===== config.mk =====
export PLATFORM = sky130hd
export DESIGN_NAME = lsu_mem_ctrl
export DESIGN_NICKNAME = d
export VERILOG_FILES = /design/src/rtl/lsu_mem_ctrl.sv
export SDC_FILE = /design/constraint.sdc
export NUM_CORES = 1
export LEC_CHECK = 0
export CAP_MARGIN = 25
export CORE_ASPECT_RATIO = 1.25
export CORE_MARGIN = 2
export CORE_UTILIZATION = 48
export DETAILED_ROUTE_END_ITERATION = 8
export GPL_TIMING_DRIVEN = 0
export PLACE_DENSITY = 0.88
export SLEW_MARGIN = 25
export SYNTH_ARGS = -nofsm -noshare
export SYNTH_HDL_FRONTEND = slang
export SYNTH_SLANG_ARGS = --single-unit

===== constraint.sdc =====
create_clock -name clk -period 9.6 [get_ports clk]
set_clock_uncertainty 0.2 [all_clocks]
set_input_delay 1.44 -clock clk [delete_from_list [all_inputs] [get_ports clk]]
set_output_delay 1.44 -clock clk [all_outputs]
set_load 0.1 [all_outputs]

===== src/rtl/lsu_mem_ctrl.sv =====
// MEM-stage load/store unit: alignment check, byte-lane strobes and
// a two-phase addr_ok/data_ok bus handshake with a one-cycle response.
module lsu_mem_ctrl #(
  parameter int DATA_W = 32,
  parameter int ADDR_W = 32
) (
  input  logic                clk,
  input  logic                rst,
  input  logic                req_valid,
  output logic                req_ready,
  input  logic [5:0]          req_op,
  input  logic [ADDR_W-1:0]   req_addr,
  input  logic [31:0]         req_wdata,
  input  logic                flush,
  output logic                bus_req,
  output logic                bus_wr,
  output logic [ADDR_W-1:0]   bus_addr,
  output logic [DATA_W/8-1:0] bus_wstrb,
  output logic [DATA_W-1:0]   bus_wdata,
  input  logic                bus_addr_ok,
  input  logic                bus_data_ok,
  input  logic [DATA_W-1:0]   bus_rdata,
  output logic                resp_valid,
  output logic [31:0]         resp_data,
  output logic                resp_exc,
  output logic                resp_exc_store,
  output logic [ADDR_W-1:0]   resp_badvaddr,
  output logic                stall
);
  localparam int LANES = DATA_W / 8;
  localparam int OFF_W = $clog2(LANES);

  localparam logic [5:0] OP_LB  = 6'h20;
  localparam logic [5:0] OP_LH  = 6'h21;
  localparam logic [5:0] OP_LW  = 6'h23;
  localparam logic [5:0] OP_LBU = 6'h24;
  localparam logic [5:0] OP_LHU = 6'h25;
  localparam logic [5:0] OP_SB  = 6'h28;
  localparam logic [5:0] OP_SH  = 6'h29;
  localparam logic [5:0] OP_SW  = 6'h2b;

  typedef enum logic [1:0] {IDLE, REQ, WAIT, RESP} state_t;

  state_t           state;
  logic [5:0]       op_q;
  logic [OFF_W-1:0] off_q;
  logic             killed;

  logic             is_b, is_h, is_w, is_st, is_mem, mis;
  logic [OFF_W-1:0] off;
  logic [LANES-1:0] base, wstrb_n;
  logic [DATA_W-1:0] wdata_n;
  logic [31:0]      word, sh, ld;

  always_comb begin
    is_b  = 1'b0;
    is_h  = 1'b0;
    is_w  = 1'b0;
    is_st = 1'b0;
    case (req_op)
      OP_LB, OP_LBU: is_b = 1'b1;
      OP_LH, OP_LHU: is_h = 1'b1;
      OP_LW:         is_w = 1'b1;
      OP_SB: begin is_b = 1'b1; is_st = 1'b1; end
      OP_SH: begin is_h = 1'b1; is_st = 1'b1; end
      OP_SW: begin is_w = 1'b1; is_st = 1'b1; end
      default: ;
    endcase
  end

  assign is_mem = is_b | is_h | is_w;
  assign mis    = (is_h & req_addr[0]) | (is_w & |req_addr[1:0]);
  assign off    = req_addr[OFF_W-1:0];

  always_comb begin
    base = '0;
    if (is_b) base[0]   = 1'b1;
    if (is_h) base[1:0] = 2'b11;
    if (is_w) base[3:0] = 4'hf;
  end

  assign wstrb_n = is_st ? (base << off) : '0;

  always_comb begin
    if (is_b)      wdata_n = {LANES{req_wdata[7:0]}};
    else if (is_h) wdata_n = {(LANES/2){req_wdata[15:0]}};
    else           wdata_n = {(LANES/4){req_wdata}};
  end

  // Pick the 32-bit word holding the access, then the lane inside it.
  generate
    if (LANES > 4) begin : g_wsel
      assign word = bus_rdata[{off_q[OFF_W-1:2], 5'b0} +: 32];
    end else begin : g_wfix
      assign word = bus_rdata[31:0];
    end
  endgenerate

  assign sh = word >> {off_q[1:0], 3'b000};

  always_comb begin
    case (op_q)
      OP_LB:   ld = {{24{sh[7]}}, sh[7:0]};
      OP_LBU:  ld = {24'b0, sh[7:0]};
      OP_LH:   ld = {{16{sh[15]}}, sh[15:0]};
      OP_LHU:  ld = {16'b0, sh[15:0]};
      OP_LW:   ld = sh;
      default: ld = '0;
    endcase
  end

  assign req_ready  = (state == IDLE);
  assign stall      = (state != IDLE);
  assign resp_valid = (state == RESP) && !flush;

  always_ff @(posedge clk or posedge rst) begin
    if (rst) begin
      state          <= IDLE;
      op_q           <= '0;
      off_q          <= '0;
      killed         <= 1'b0;
      bus_req        <= 1'b0;
      bus_wr         <= 1'b0;
      bus_addr       <= '0;
      bus_wstrb      <= '0;
      bus_wdata      <= '0;
      resp_data      <= '0;
      resp_exc       <= 1'b0;
      resp_exc_store <= 1'b0;
      resp_badvaddr  <= '0;
    end else begin
      unique case (state)
        IDLE: begin
          resp_data      <= '0;
          resp_exc       <= 1'b0;
          resp_exc_store <= 1'b0;
          resp_badvaddr  <= '0;
          if (req_valid && !flush) begin
            op_q      <= req_op;
            off_q     <= off;
            killed    <= 1'b0;
            bus_wr    <= is_st;
            bus_addr  <= {req_addr[ADDR_W-1:OFF_W], {OFF_W{1'b0}}};
            bus_wstrb <= wstrb_n;
            bus_wdata <= wdata_n;
            if (mis) begin
              state          <= RESP;
              resp_exc       <= 1'b1;
              resp_exc_store <= is_st;
              resp_badvaddr  <= req_addr;
            end else if (!is_mem) begin
              state <= RESP;
            end else begin
              state   <= REQ;
              bus_req <= 1'b1;
            end
          end
        end
        REQ: begin
          if (bus_addr_ok) begin
            bus_req <= 1'b0;
            if (bus_data_ok) begin
              resp_data <= ld;
              state     <= flush ? IDLE : RESP;
            end else begin
              state  <= WAIT;
              killed <= flush;
            end
          end else if (flush) begin
            bus_req <= 1'b0;
            state   <= IDLE;
          end
        end
        WAIT: begin
          // A flushed load still owns the bus until its data_ok arrives.
          if (bus_data_ok) begin
            resp_data <= ld;
            state     <= (killed || flush) ? IDLE : RESP;
          end else if (flush) begin
            killed <= 1'b1;
          end
        end
        RESP: state <= IDLE;
      endcase
    end
  end
endmodule


==> summary.md, run 1 <==
| Metric | Value |
|---|---|
| Run status | complete, no violations |
| Die Y | 134.6 um |
| Post-route ant nets | 0 |
| Setup tns final | 0 ns |
| Post-CTS Setup Bufs | 0 |
| Largest net degree at the start of global routing | 79 |
| Simple-gate share of the synthesized area | 0.1474 |
| CTS Hold Bufs | 0 |
| Hold wc startpoint | bus_wdata[7] |
| RR Startpoint | state[0] |
| Post-synth EDFFs | 0 |
| Port buffer count | 243 |
| Initial antenna violation count | 0 |
| Worst slew margin | 0.2951 |
| Starting density of the core | 0.4930 |
| DP Cell Count | 1057 |
| Final hold violation count | 0 |
| CP Cell Sequence | inv_1, ha_1, clkbuf_1, clkinv_1, clkbuf_1, clkdlybuf4s50_1 |
| Crit Path Category | reg -> out |
| Post-synth ARST share | 1.000 |
| Top FF cell, synth | dfrtp_1 |
| Area of the multi-input gates | 2673 um2 |
| Storage cell area | 3628 um2 |
| CP Data Required Time | 7.96 ns |
| Area leader, netlist | dfrtp_1 |
| Clock Latency Late Sink | 0.41 ns |
| Overall global routing resource usage | 0.2867 |
| Global route overflow | 0 |
| Die width | 108.5 um |
| Power density of the placed cells | 357.6 nW/um2 |
| Critical path's slowest cell | clkdlybuf4s50_1 |
| Commonest non-fill, non-tap cell in the layout | clkdlybuf4s50_1 |
| Buf+Inv Stages, Crit Path | 5 |
| CP Capture Type | output pin |
| Tcrit/Tclk final | 0.4965 |
| Vias per cell | 5.537 |
| Fmax | 0.2098 GHz |
| FILL cells | 950 |
| Root Driver | clkbuf_16 |
| First-pass GRT wire length | 32250 um |
| Die area | 14610 um2 |
| Hold WS | 0.2716 ns |
| Post-Syn Area | 6553 um2 |
| Post-CTS sizing | 0 |
| Post-synth cell types | 49 |
| Largest cells by area after synthesis | dfrtp_1 (55%), nand2_1 (11%), mux2i_1 (6.3%) |
| Vias in the first global route | 6220 |
| Min-Delay Endpoint | bus_wdata[7] |
| Routed WL | 20440 um |
| R2R Path End | resp_badvaddr[4] |
| DR vias | 6024 |
| Post-Syn Instances | 641 |
| Placement-stage cell area | 9238 um2 |
| Most frequent cells in the layout | clkdlybuf4s50_1 (243), nand2_1 (184), dfrtp_1 (145) |
| Routed WL per cell | 18.79 um |
| Core outline area | 13290 um2 |
| Max cap viols | 0 |
| Crit start category | flop |
| CP delay by family, top | buffers and inverters |
| Non-filler cells in the finished layout | 1088 |
| DR pass1 iterations | 5 |
| Slew Viols, Final | 0 |
| Worst hold path class | reg -> reg |
| CTS tree | yes |
| Residual DRC | 0 |
| Worst-Margin Slew | 1.054 ns |
| Pwr Total | 3499 uW |
| Worst VDD drop | 281.6 uV |
| Final instance area | 9786 um2 |
| Clock sink count | 145 |
| Area share of the largest cell type after synthesis | 0.5538 |
| CP arrival | 3.13 ns |
| H-tree depth | 4 |
| Diodes inserted | 0 |
| Num rows | 47 |
| Area added between synthesis and finish | 49.34% |
| Share of layout cells above drive strength 1 | 0.06870 |
| XOR/XNOR Fraction of Synth Area | 0 |
| Largest family of logic cells by synthesized area | compound AO/OA/AOI/OAI gates |
| Reg2reg path depth | 8 |
| Synth warn | 0 |
| Compound-Gate Fraction of Synth Area | 0.1547 |
| Reg2Reg Setup Slack | 6.72 ns |
| Clk slew on worst S/H paths | 0.06 ns |
| Average size of a mapped cell | 10.22 um2 |
| Multiplexer area fraction after synthesis | 0.09700 |
| Total I/O pin count | 247 |
| Hold path depth | 2 |
| Cts bufs inserted | 17 |
| RSZ-0062 raised after global routing | no |
| RD Place Congestion | 0.8984 |
| Crit Path Max Fanout | 10 |
| Setup violations, final | 0 |
| Most used cell, CP | clkbuf_1 |
| Area share of fa/ha/maj cells after synthesis | 0.007638 |
| CTS Buffer Depth | 2 |
| Detailed Place HPWL | 14910 um |
| #FFs+latches synth | 145 |
| Min Tclk post-route | 4.767 ns |
| Number of DRC markers in iteration 0 | 336 |
| Slowest stage delay, CP | 1.23 ns |
| # nets final | 1017 |
| Leakage Power | 0.004362 uW |
| Post-synthesis sequential area ratio | 0.5538 |
## worst register-to-register path, stage by stage, from the launching register on
cell	delay [ns]
dfrtp_1	0.41
inv_1	0.09
ha_1	0.17
clkbuf_1	0.33
clkinv_1	0.31
nor2_1	0.49
clkbuf_1	0.47
nand2_1	0.16
o2bb2ai_1	0.18
## power by group
group,switching [uW],total (uW),internal (uW)
logic,1550,2010,468
registers,96.9,872,776
clock network,262,612,350
## cell usage after synthesis, types with 3 or more instances
cell type / n
a211o_1: 3
a21oi_1: 19
a221o_1: 16
buf_1: 3
clkbuf_1: 36
dfrtp_1: 145
ha_1: 4
inv_1: 14
mux2_2: 16
mux2i_1: 41
nand2_1: 184
nand2b_1: 4
nand3_1: 5
nor2_1: 13
nor2b_1: 5
nor3b_1: 3
o21ai_0: 48
o2bb2ai_1: 40
o41ai_1: 4
## worst max-delay path by stage
stage | from | end | slack, ns | cells after the start
floorplan | rst | bus_addr[10] | 4.07 | 1
global placement | rst | resp_badvaddr[2] | 2.08 | 2
detailed placement | flush | resp_valid | 4.94 | 3
CTS | state[0] | stall | 4.79 | 6
global route | state[1] | stall | 4.64 | 6
finish | state[0] | stall | 4.83 | 6
## area by class of cell
cell class,instances,share of cell area
repair buffers,244,0.2514
multi-input cells,436,0.2731
inverters,15,0.006521
clock inverters,11,0.008311
clock buffers,20,0.04769
well taps,171,0.02186
flip-flops and latches,145,0.3708
plain buffers,46,0.02033
## state kept, by name, summed over array words and instances, names as in the netlist
signal          flops
state               2
bus_req             1
resp_exc_store      1
resp_exc            1
off_q               2
resp_data          32
bus_addr           30
bus_wdata          32
bus_wstrb           4
op_q                6
killed              1
resp_badvaddr      32
bus_wr              1
## per-layer routing
layer / vias to the layer above / GRT usage / routed length (um)
li1: 2767 / - / -
met1: 2905 / 0.3373 / 8041
met2: 278 / 0.4806 / 10030
met3: 74 / 0.06708 / 1405
met4: 0 / 0.1581 / 965
met5: - / 0 / 0
## cells by family (layout without fill, tap and decap cells)
| family | count (synthesis) | after routing |
|---|---|---|
| AND/OR/NAND/NOR | 228 | 228 |
| flip-flops | 145 | 145 |
| AO/OA/AOI/OAI | 143 | 143 |
| buffers and inverters | 61 | 336 |
| multiplexers | 59 | 59 |
| adder cells (fa/ha/maj) | 4 | 4 |
| other | 1 | 2 |
## per-stage QoR
step                worst slack, ns  utilization
CTS                           4.795       0.7363
global placement              2.076       0.6924
global route                  4.638       0.7363
detailed placement            4.942       0.6951
floorplan                     4.065            -
finish                        4.833       0.7363
Note: power is estimated with default switching activity, not from simulation.
==> run 2: changes to the inputs <==
CORE_UTILIZATION = 45   (was 48)
PLACE_DENSITY = 0.83   (was 0.88)
clock period = 5 ns   (was 9.6 ns; I/O delays follow)
==> summary.md, run 2 (synthesis results as in run 1) <==
| Metric | Value |
|---|---|
| Run status | complete, no violations |
| H-tree depth | 4 (unchanged) |
| DR vias | 5798 (-3.8%) |
| Clock Latency Late Sink | 0.42 ns (about the same) |
| Crit start category | flop |
| CP Capture Type | output pin |
| CP delay by family, top | buffers and inverters |
| Switching Share | 0.5336 (-0.01071) |
| Port buffer count | 243 (unchanged) |
| Number of DRC markers in iteration 0 | 419 (+25%) |
| CTS Buffer Depth | 2 (unchanged) |
| Setup violations, final | 0 (unchanged) |
| Initial antenna violation count | 0 (unchanged) |
| CTS Hold Bufs | 0 (unchanged) |
| Slew Viols, Final | 0 (unchanged) |
| NetSw | 3656 uW (+92%) |
| Tcrit/Tclk final | 0.8263 |
| Largest net degree at the start of global routing | 100 (+27%) |
| Gate power share | 0.562 (-0.014) |
| Power density of the placed cells | 694.5 nW/um2 (+94%) |
| Routed length on met2 | 9915 um (-1.2%) |
| Root Driver | clkbuf_16 |
| Overall global routing resource usage | 0.2587 (-0.02801) |
| CP Data Required Time | 4.05 ns (-3.91 ns) |
| Max cap viols | 0 (unchanged) |
| Die Y | 138.9 um (+3.2%) |
| CTS tree | yes |
| Area added between synthesis and finish | 50.54% |
| Core outline area | 14290 um2 (+7.5%) |
| Post-CTS sizing | 0 (unchanged) |
| Residual DRC | 0 (unchanged) |
| Num rows | 49 (+4.3%) |
| M1 WL | 8006 um (-0.44%) |
| Metal3 WL | 1422 um (+1.2%) |
| Die area | 15550 um2 (+6.4%) |
| Crit Path Category | reg -> out |
| Min Tclk post-route | 4.132 ns |
| Clock power frac | 0.194 (+0.019) |
| Routed WL per cell | 18.08 um (-3.8%) |
| Vias per cell | 5.290 (-4.5%) |
| Leakage Power | 0.004408 uW (+1.1%) |
| Setup tns final | 0 ns (unchanged) |
| Registers with the most flip-flops | bus_wdata x32, resp_badvaddr x32, resp_data x32 |
| Worst slew margin | 0.2991 (+0.004002) |
| Crit Path Max Fanout | 10 (unchanged) |
| Die width | 111.9 um (+3.2%) |
| Clock sink count | 145 (unchanged) |
| RSZ-0062 raised after global routing | no |
| Cts bufs inserted | 17 (unchanged) |
| Seq pwr share | 0.244 (-0.005) |
| CP arrival | 3.18 ns (+0.05 ns) |
| Buf+Inv Stages, Crit Path | 5 (unchanged) |
| Post-CTS Setup Bufs | 0 (unchanged) |
| Slowest stage delay, CP | 1.23 ns (about the same) |
| Worst hold path class | reg -> reg |
| CP Cell Sequence | inv_1, ha_1, clkbuf_1, clkinv_1, clkbuf_1, clkdlybuf4s50_1 |
| Top sig layer | met4 |
| Vias in the first global route | 5991 (-3.7%) |
| Fmax | 0.2420 GHz |
| Post-route ant nets | 0 (unchanged) |
| Commonest non-fill, non-tap cell in the layout | clkdlybuf4s50_1 |
| Internal | 3195 uW (+100%) |
| Detailed Place HPWL | 14550 um (-2.4%) |
| Pwr Total | 6851 uW (+96%) |
| Total I/O pin count | 247 (unchanged) |
| Routed WL | 19820 um (-3.1%) |
| Most frequent cells in the layout | clkdlybuf4s50_1 (243), nand2_1 (184), dfrtp_1 (145) |
| Worst VDD drop | 534.8 uV (+90%) |
| Diodes inserted | 0 (unchanged) |
| Share of layout cells above drive strength 1 | 0.06972 (+0.001014) |
| First-pass GRT wire length | 31820 um (-1.3%) |
| FILL cells | 1095 (+15%) |
| Global route overflow | 0 (unchanged) |
| Clk slew on worst S/H paths | 0.06 ns (about the same) |
| Starting density of the core | 0.4587 (-0.03433) |
| DR pass1 iterations | 5 (unchanged) |
| Worst-Margin Slew | 1.048 ns (-0.005984 ns) |
| Critical path's slowest cell | clkdlybuf4s50_1 |
| Most used cell, CP | clkbuf_1 |
| Final hold violation count | 0 (unchanged) |
| RD Place Congestion | 0.8414 (-6.3%) |
| # nets final | 1017 (unchanged) |
==> run 2: cell count changes in the layout (fill, tap and decap cells not counted), sizes merged <==
cell and change:
bufinv +3, clkinvlp -4, clkinv +2, inv +2, clkbuf -2
==> run 2: worst paths after layout <==
check,start,endpoint,slack (ns),cells past startpoint
setup / recovery,state[0],stall,0.87,6
hold / removal,bus_wdata[2],bus_wdata[2],0.27,2
setup reg to reg,state[0],resp_badvaddr[6],2.06,8
hold reg to reg,bus_wdata[2],bus_wdata[2],0.27,2
max in group asynchronous,rst,bus_req,3.27,3
min in group asynchronous,rst,bus_addr[23],0.54,2
==> run 2: per-stage QoR <==
step	hold WS [ns]	utilization	setup WS [ns]	area, um2	instances
2_1_floorplan	0.2376	-	0.1554	6556	642
3_3_place_gp	0.2571	0.6448	-1.868	9211	1063
3_5_place_dp	0.2615	0.6473	1.289	9246	1064
4_1_cts	0.2764	0.6905	0.8254	9864	1096
5_1_grt	0.2926	0.6905	0.6989	9864	1096
6_report	0.2737	0.6905	0.8683	9864	1096
==> run 2: tightest hold or removal path, stage by stage, from the launching register on <==
cell	delay (ns)
dfrtp_1	0.34
nand2_1	0.05
nand2_1	0.05
==> run 2: layout make-up <==
cell class / count / area (um2) / area share
clock inverter: 14 / 178.9 / 0.01814
inverter: 15 / 63.81 / 0.006469
tap: 178 / 222.7 / 0.02258
multi-input combinational: 436 / 2673 / 0.2709
clock buffer: 18 / 439.2 / 0.04452
sequential: 145 / 3628 / 0.3678
buffer: 46 / 198.9 / 0.02017
timing repair buffer: 244 / 2460 / 0.2494
==> run 2: power groups by stage <==
stage          Combinational (uW)  Sequential (uW)  Clock, uW
6_report                     3850             1670       1330
5_1_grt                      4020             1710       1410
3_3_place_gp                 3830             1670          0
3_5_place_dp                 3860             1690          0
4_1_cts                      3870             1670       1350
2_1_floorplan                 905             3650          0
==> run 2: metal layers <==
layer / vias up / global-route usage
li1: 2765 / -
met1: 2791 / 0.3206
met2: 215 / 0.4306
met3: 27 / 0.08129
met4: 0 / 0.08793
met5: - / 0
